===== src/rtl/conv3x3_window_mac_if.sv =====
// Bundle between the 3x3 line-buffer taps / coefficient source and the window MAC.
//   en, clear       : pixel strobe and synchronous frame restart
//   tap1..tap9      : unsigned window taps, tap1 oldest (r-2,c-2), tap9 newest (r,c)
//   weights, bias   : 9 packed signed 8-bit weights, signed 16-bit bias
//   out_*           : valid-qualified result stream, frame_done on the last pixel
// master drives the pixel side, slave is the MAC.
interface conv3x3_window_mac_if;
  logic        en;
  logic        clear;
  logic [7:0]  tap1, tap2, tap3, tap4, tap5, tap6, tap7, tap8, tap9;
  logic [71:0] weights;
  logic [15:0] bias;
  logic [7:0]  out_data;
  logic        out_valid;
  logic [3:0]  out_row;
  logic [3:0]  out_col;
  logic        frame_done;

  modport master (
    output en, clear, tap1, tap2, tap3, tap4, tap5, tap6, tap7, tap8, tap9, weights, bias,
    input  out_data, out_valid, out_row, out_col, frame_done
  );

  modport slave (
    input  en, clear, tap1, tap2, tap3, tap4, tap5, tap6, tap7, tap8, tap9, weights, bias,
    output out_data, out_valid, out_row, out_col, frame_done
  );
endinterface


===== src/rtl/conv3x3_window_mac.sv =====
// 3x3 window MAC behind a line buffer: tracks the raster position of every strobed pixel,
// suppresses windows that straddle a row/frame edge, and produces sum + bias, ReLU,
// arithmetic shift and 8-bit saturation for every valid window, 3 clocks after its strobe.
// Ports:
//   clk  : rising-edge clock
//   rst  : asynchronous active-high reset
//   bus  : slave side of conv3x3_window_mac_if (strobe, taps, coefficients, result stream)
module conv3x3_window_mac #(
  parameter int unsigned FEATURE_MAP_SIZE = 14,
  parameter int unsigned KERNEL_SIZE      = 3,
  parameter int unsigned SHIFT            = 7,
  parameter int unsigned ACC_W            = 22
) (
  input logic                  clk,
  input logic                  rst,
  conv3x3_window_mac_if.slave  bus
);

  localparam int unsigned Edge    = KERNEL_SIZE - 1;
  localparam int unsigned OutLast = FEATURE_MAP_SIZE - KERNEL_SIZE;

  logic [7:0]              tap [9];
  logic [3:0]              row_q, col_q;
  logic                    last_col, last_row, win_ok;
  logic                    v0_q, v1_q, v2_q;
  logic [3:0]              r0_q, c0_q, r1_q, c1_q, r2_q, c2_q;
  logic signed [16:0]      prod_d [9];
  logic signed [16:0]      prod_q [9];
  logic signed [ACC_W-1:0] acc_d, acc_q;
  logic [ACC_W-1:0]        y_d;
  logic [7:0]              data_d;
  logic                    fd_d;
  logic [7:0]              out_data_q;
  logic                    out_valid_q, frame_done_q;
  logic [3:0]              out_row_q, out_col_q;

  assign tap[0] = bus.tap1;
  assign tap[1] = bus.tap2;
  assign tap[2] = bus.tap3;
  assign tap[3] = bus.tap4;
  assign tap[4] = bus.tap5;
  assign tap[5] = bus.tap6;
  assign tap[6] = bus.tap7;
  assign tap[7] = bus.tap8;
  assign tap[8] = bus.tap9;

  assign last_col = (col_q == 4'(FEATURE_MAP_SIZE - 1));
  assign last_row = (row_q == 4'(FEATURE_MAP_SIZE - 1));
  // Decided on the pre-increment position; columns 0/1 would mix in the previous row.
  assign win_ok   = bus.en && (row_q >= 4'(Edge)) && (col_q >= 4'(Edge));

  always_comb begin
    for (int k = 0; k < 9; k++) begin
      prod_d[k] = $signed({1'b0, tap[k]}) * $signed(bus.weights[8*k +: 8]);
    end
  end

  always_comb begin
    acc_d = {{(ACC_W-16){bus.bias[15]}}, bus.bias};
    for (int k = 0; k < 9; k++) begin
      acc_d = acc_d + {{(ACC_W-17){prod_q[k][16]}}, prod_q[k]};
    end
  end

  // Shift is only used when acc is non-negative, so its sign fill never matters.
  always_comb begin
    y_d    = acc_q >>> SHIFT;
    data_d = acc_q[ACC_W-1] ? 8'd0 : ((|y_d[ACC_W-1:8]) ? 8'hff : y_d[7:0]);
    fd_d   = (r2_q == 4'(OutLast)) && (c2_q == 4'(OutLast));
  end

  always_ff @(posedge clk or posedge rst) begin
    if (rst) begin
      row_q <= '0;
      col_q <= '0;
    end else if (bus.clear) begin
      row_q <= '0;
      col_q <= '0;
    end else if (bus.en) begin
      if (last_col) begin
        col_q <= '0;
        row_q <= last_row ? 4'd0 : row_q + 4'd1;
      end else begin
        col_q <= col_q + 4'd1;
      end
    end
  end

  // Valid bits follow each stage; payload registers only load behind a valid bit.
  always_ff @(posedge clk or posedge rst) begin
    if (rst) begin
      v0_q         <= 1'b0;
      v1_q         <= 1'b0;
      v2_q         <= 1'b0;
      out_valid_q  <= 1'b0;
      frame_done_q <= 1'b0;
      {r0_q, c0_q, r1_q, c1_q, r2_q, c2_q} <= '0;
      for (int k = 0; k < 9; k++) prod_q[k] <= '0;
      acc_q        <= '0;
      out_data_q   <= '0;
      out_row_q    <= '0;
      out_col_q    <= '0;
    end else begin
      v0_q         <= win_ok && !bus.clear;
      v1_q         <= v0_q && !bus.clear;
      v2_q         <= v1_q && !bus.clear;
      out_valid_q  <= v2_q && !bus.clear;
      frame_done_q <= v2_q && !bus.clear && fd_d;
      if (win_ok) begin
        r0_q <= row_q - 4'(Edge);
        c0_q <= col_q - 4'(Edge);
      end
      if (v0_q) begin
        for (int k = 0; k < 9; k++) prod_q[k] <= prod_d[k];
        r1_q <= r0_q;
        c1_q <= c0_q;
      end
      if (v1_q) begin
        acc_q <= acc_d;
        r2_q  <= r1_q;
        c2_q  <= c1_q;
      end
      if (v2_q && !bus.clear) begin
        out_data_q <= data_d;
        out_row_q  <= r2_q;
        out_col_q  <= c2_q;
      end
    end
  end

  assign bus.out_data   = out_data_q;
  assign bus.out_valid  = out_valid_q;
  assign bus.out_row    = out_row_q;
  assign bus.out_col    = out_col_q;
  assign bus.frame_done = frame_done_q;

endmodule


===== src/flat_wrapper.sv =====
// flat-port wrapper written by rule: the top's interface ports become plain ports
module conv3x3_window_mac_flat 
#(
  parameter int unsigned FEATURE_MAP_SIZE = 14,
  parameter int unsigned KERNEL_SIZE      = 3,
  parameter int unsigned SHIFT            = 7,
  parameter int unsigned ACC_W            = 22
)
  (clk, rst, bus_en, bus_clear, bus_tap1, bus_tap2, bus_tap3, bus_tap4, bus_tap5, bus_tap6, bus_tap7, bus_tap8, bus_tap9, bus_weights, bus_bias, bus_out_data, bus_out_valid, bus_out_row, bus_out_col, bus_frame_done);
  conv3x3_window_mac_if bus_i ();
  input logic clk;
  input logic rst;
  input wire logic [$bits(bus_i.en)-1:0] bus_en;
  input wire logic [$bits(bus_i.clear)-1:0] bus_clear;
  input wire logic [$bits(bus_i.tap1)-1:0] bus_tap1;
  input wire logic [$bits(bus_i.tap2)-1:0] bus_tap2;
  input wire logic [$bits(bus_i.tap3)-1:0] bus_tap3;
  input wire logic [$bits(bus_i.tap4)-1:0] bus_tap4;
  input wire logic [$bits(bus_i.tap5)-1:0] bus_tap5;
  input wire logic [$bits(bus_i.tap6)-1:0] bus_tap6;
  input wire logic [$bits(bus_i.tap7)-1:0] bus_tap7;
  input wire logic [$bits(bus_i.tap8)-1:0] bus_tap8;
  input wire logic [$bits(bus_i.tap9)-1:0] bus_tap9;
  input wire logic [$bits(bus_i.weights)-1:0] bus_weights;
  input wire logic [$bits(bus_i.bias)-1:0] bus_bias;
  output wire logic [$bits(bus_i.out_data)-1:0] bus_out_data;
  output wire logic [$bits(bus_i.out_valid)-1:0] bus_out_valid;
  output wire logic [$bits(bus_i.out_row)-1:0] bus_out_row;
  output wire logic [$bits(bus_i.out_col)-1:0] bus_out_col;
  output wire logic [$bits(bus_i.frame_done)-1:0] bus_frame_done;
  assign bus_i.en = bus_en;
  assign bus_i.clear = bus_clear;
  assign bus_i.tap1 = bus_tap1;
  assign bus_i.tap2 = bus_tap2;
  assign bus_i.tap3 = bus_tap3;
  assign bus_i.tap4 = bus_tap4;
  assign bus_i.tap5 = bus_tap5;
  assign bus_i.tap6 = bus_tap6;
  assign bus_i.tap7 = bus_tap7;
  assign bus_i.tap8 = bus_tap8;
  assign bus_i.tap9 = bus_tap9;
  assign bus_i.weights = bus_weights;
  assign bus_i.bias = bus_bias;
  assign bus_out_data = bus_i.out_data;
  assign bus_out_valid = bus_i.out_valid;
  assign bus_out_row = bus_i.out_row;
  assign bus_out_col = bus_i.out_col;
  assign bus_frame_done = bus_i.frame_done;
  conv3x3_window_mac #(.FEATURE_MAP_SIZE(FEATURE_MAP_SIZE), .KERNEL_SIZE(KERNEL_SIZE), .SHIFT(SHIFT), .ACC_W(ACC_W)) u_core (.clk(clk), .rst(rst), .bus(bus_i));
endmodule

===== config.mk =====
export PLATFORM = sky130hd
export DESIGN_NAME = conv3x3_window_mac_flat
export DESIGN_NICKNAME = d
export VERILOG_FILES = /design/src/rtl/conv3x3_window_mac_if.sv /design/src/rtl/conv3x3_window_mac.sv /design/src/flat_wrapper.sv
export SDC_FILE = /design/constraint.sdc
export NUM_CORES = 2
export LEC_CHECK = 0
export ABC_AREA = 0
export CORE_ASPECT_RATIO = 1.5
export CORE_MARGIN = 4
export CORE_UTILIZATION = 29
export DETAILED_ROUTE_END_ITERATION = 6
export SYNTH_ARGS = -nofsm -noshare
export SYNTH_HDL_FRONTEND = slang
export SYNTH_SLANG_ARGS = --single-unit
export TNS_END_PERCENT = 10

===== constraint.sdc =====
create_clock -name clk -period 7.7 [get_ports clk]
set_input_delay 1.155 -clock clk [delete_from_list [all_inputs] [get_ports clk]]
set_output_delay 1.155 -clock clk [all_outputs]
set_load 0.01 [all_outputs]

==> flow_metrics.tcl <==
set metrics [dict create \
    peakVddDrop_v 0.000532 \
    yosys.area_share.simple 0.144 \
    final_cell_mix "618 x inv_1, 459 x fa_1, 427 x ha_1" \
    final_common_cell "inv_1" \
    required_ps 8120 \
    num_vias 23200 \
    ff2ff_path_depth 23 \
    synth.net_count 4389 \
    drtAntennaViolNets 0 \
    fp.dieH_um 416 \
    cp_max_fo 7 \
    p_sw_frac 0.493 \
    yosys_warnings 0 \
    syn_area_mm2 0.0322 \
    vias_per_cell 4.66 \
    seq_area_frac_synth 0.172 \
    period_share 0.900 \
    clkTransAtPathRegs_ps 60 \
    clkLatencyLatePin_ps 570 \
    skew_ps 31.7 \
    power.density_mw_per_mm2 329 \
    num-fill-cells 11300 \
    hold_depth 2 \
    p_int_w 0.00610 \
    num_rows 149 \
    setup_viol 0 \
    pwr-share-comb 0.769 \
    antennaDiodeCount 0 \
    drv_cap 0 \
    synth_mux_area_frac 0.0391 \
    synth-compound-area-share 0.0949 \
    drv_slew 0 \
    min_path_type "reg -> reg" \
    cts_sinks 221 \
    fp.dieW_um 280 \
    synth_top_flop_cell "dfrtp_1" \
    async_flop_share 1.00 \
    cts_tree "done" \
    place_congestion 0.873 \
    synth.distinct_cells 72 \
    syn_inst 3339 \
    antenna_found_initial 0 \
    p_leak_nw 18.3 \
    p_seq_frac 0.122 \
    finish.utilization 0.332 \
    overflow 0 \
    path_class "in -> reg" \
    clockPowerShare 0.108 \
    synth_fa_ha_area_frac 0.451 \
    period_minus_slack_ps 6930 \
    hpwl_mm 70.3 \
    cts_resized 0 \
    synth_largest_area_cell "fa_1" \
    syn_to_final_growth_pct 13.7 \
    cts_root_buffer "clkbuf_16" \
    fmax_mhz 144 \
    grtUsageTotal 0.144 \
    cts_made_buffers 26 \
    drc 0 \
    io_buffers 181 \
    grt_pass1_vias 25100 \
    initialDrtViolationCount 960 \
    dr.pass1.iters 5 \
    tns_ps 0 \
    finalNetCount 4563 \
    cts_hold_buf 0 \
    placeableCoreArea_mm2 0.110 \
    worstPathArrival_ps 7350 \
    post_cts_buffers 0 \
    rsz0062_at_grt "false" \
    drt_wl_total_mm 82.4 \
    io_pins 182 \
    avgSynthCellArea_um2 9.65 \
    synth.top_cell.area_share 0.285 \
    synth_edf_count 0 \
    ys_top_cells_by_area "fa_1 29%, dfrtp_1 17%, ha_1 17%" \
    tightest_slew_ps 1060 \
    synth_top_family_by_area "adder cells" \
    grt_pass1_wl_mm 135 \
    crit_path_start_kind "input pin" \
    clockBufferDepth 3 \
    die-area_mm2 0.117 \
    synth_xor_xnor_area_share 0.0215 \
    cts-htree-levels 1 \
    status "finished, final reports clean" \
    p_switching_w 0.00594 \
    synth-seq-cells 221 \
    start_util 0.292 \
    grt_max_degree 170 \
    hold_violations 0 \
    drive_gt1_frac 0.0526 \
    detail_route.wl_per_cell_um 16.6 \
    endpoint_kind "flip-flop" \
    slew-limit-headroom 0.292 \
]
==> layer usage <==
layer | vias to the layer above | share of wire | GRT usage | wire, µm
met5 | - | 0 | 0 | 0
met4 | 0 | 0.021 | 0.0311 | 1710
met3 | 77 | 0.021 | 0.00975 | 1750
met2 | 281 | 0.55 | 0.284 | 45500
met1 | 11700 | 0.41 | 0.170 | 33500
li1 | 11100 | - | - | -
==> cell type report <==
class                      instances  area, µm²  area share
tap                             1434       1790      0.0490
multi-input combinational       2456      24200       0.661
inverter                         620       2340      0.0638
clock inverter                    13        191     0.00523
clock buffer                      35        694      0.0190
timing repair buffer             188       1880      0.0513
sequential                       221       5530       0.151
==> per-stage QoR <==
step           setup WS [ps]  area (µm²)  hold WS (ps)  instances  power, W
5_1_grt                  463       36600           496       4967    0.0133
4_1_cts                  810       36600           481       4967    0.0122
6_report                 771       36600           471       4967    0.0120
3_5_place_dp             256       35700           466       4919    0.0108
2_1_floorplan            496       32200           444       3339   0.00846
3_3_place_gp             361       35700           457       4919    0.0106
==> registers in the layout, summed over array words and instances, names as in the netlist, 4 cells and up <==
name and flops:
u_core.r0_q 4, u_core.r2_q 4, u_core.r1_q 4, u_core.prod_q 153, u_core.acc_q 15, u_core.bus.out_col 4, u_core.col_q 4, u_core.bus.out_row 4
u_core.c0_q 4, u_core.bus.out_data 8, u_core.c2_q 4, u_core.c1_q 4, u_core.row_q 4
==> logic make-up after synthesis <==
family | count (synthesis)
AO/OA/AOI/OAI | 444
XOR/XNOR | 79
adder cells (fa/ha/maj) | 886
buffers and inverters | 662
flip-flops | 221
multiplexers | 112
AND/OR/NAND/NOR | 935
==> synthesized netlist by cell type, types with 9 or more instances <==
cell type,n
nor3_1,34
o311ai_0,14
o21ai_1,23
nor2_1,136
ha_1,427
o21ai_0,71
a211oi_1,17
nand2_1,333
a21boi_1,9
o21a_1,32
nand2b_1,58
a21boi_0,9
clkbuf_1,32
xnor2_1,74
fa_1,459
nand3_1,31
nor2b_1,19
mux2_2,106
o31ai_1,29
dfrtp_1,221
inv_1,619
a31oi_1,17
and2_1,285
a21o_1,54
a21oi_1,91
==> path summary, 6_finish.rpt <==
kind,from,endpoint,slack (ps)
max,bus_bias[0],u_core.acc_q[20]$_DFFE_PP0P_,770
min,u_core.r0_q[0]$_DFFE_PP0P_,u_core.r0_q[0]$_DFFE_PP0P_,470
max reg2reg,u_core.prod_q[136]$_DFFE_PP0P_,u_core.acc_q[20]$_DFFE_PP0P_,1400
min reg2reg,u_core.r0_q[0]$_DFFE_PP0P_,u_core.r0_q[0]$_DFFE_PP0P_,470
max in group asynchronous,rst,u_core.prod_q[110]$_DFFE_PP0P_,5340
min in group asynchronous,rst,u_core.col_q[0]$_DFFE_PP0P_,1010
==> worst max-delay path, cell delays in order <==
cell and delay, ps:
clkdlybuf4s50_1 410, ha_1 230, fa_1 410, a21o_1 200
a21oi_1 280, o21a_1 210, o31ai_1 90, and2_1 180
o41ai_1 350, xnor2_1 160, fa_1 490, inv_1 50
fa_1 460, fa_1 430, fa_1 520, inv_1 40
ha_1 370, and3_1 260, a31o_2 260, a21oi_1 120
o31a_1 210, o21ai_1 90, xnor2_1 120, mux2_2 270
==> power groups by stage <==
stage          clock, W  combinational, W  sequential (W)
2_1_floorplan         0           0.00705         0.00141
3_3_place_gp          0           0.00915         0.00150
3_5_place_dp          0           0.00929         0.00150
4_1_cts         0.00135           0.00936         0.00148
5_1_grt         0.00138            0.0104         0.00150
6_report        0.00130           0.00926         0.00147
No activity file was read; power rests on OpenSTA's default activity.
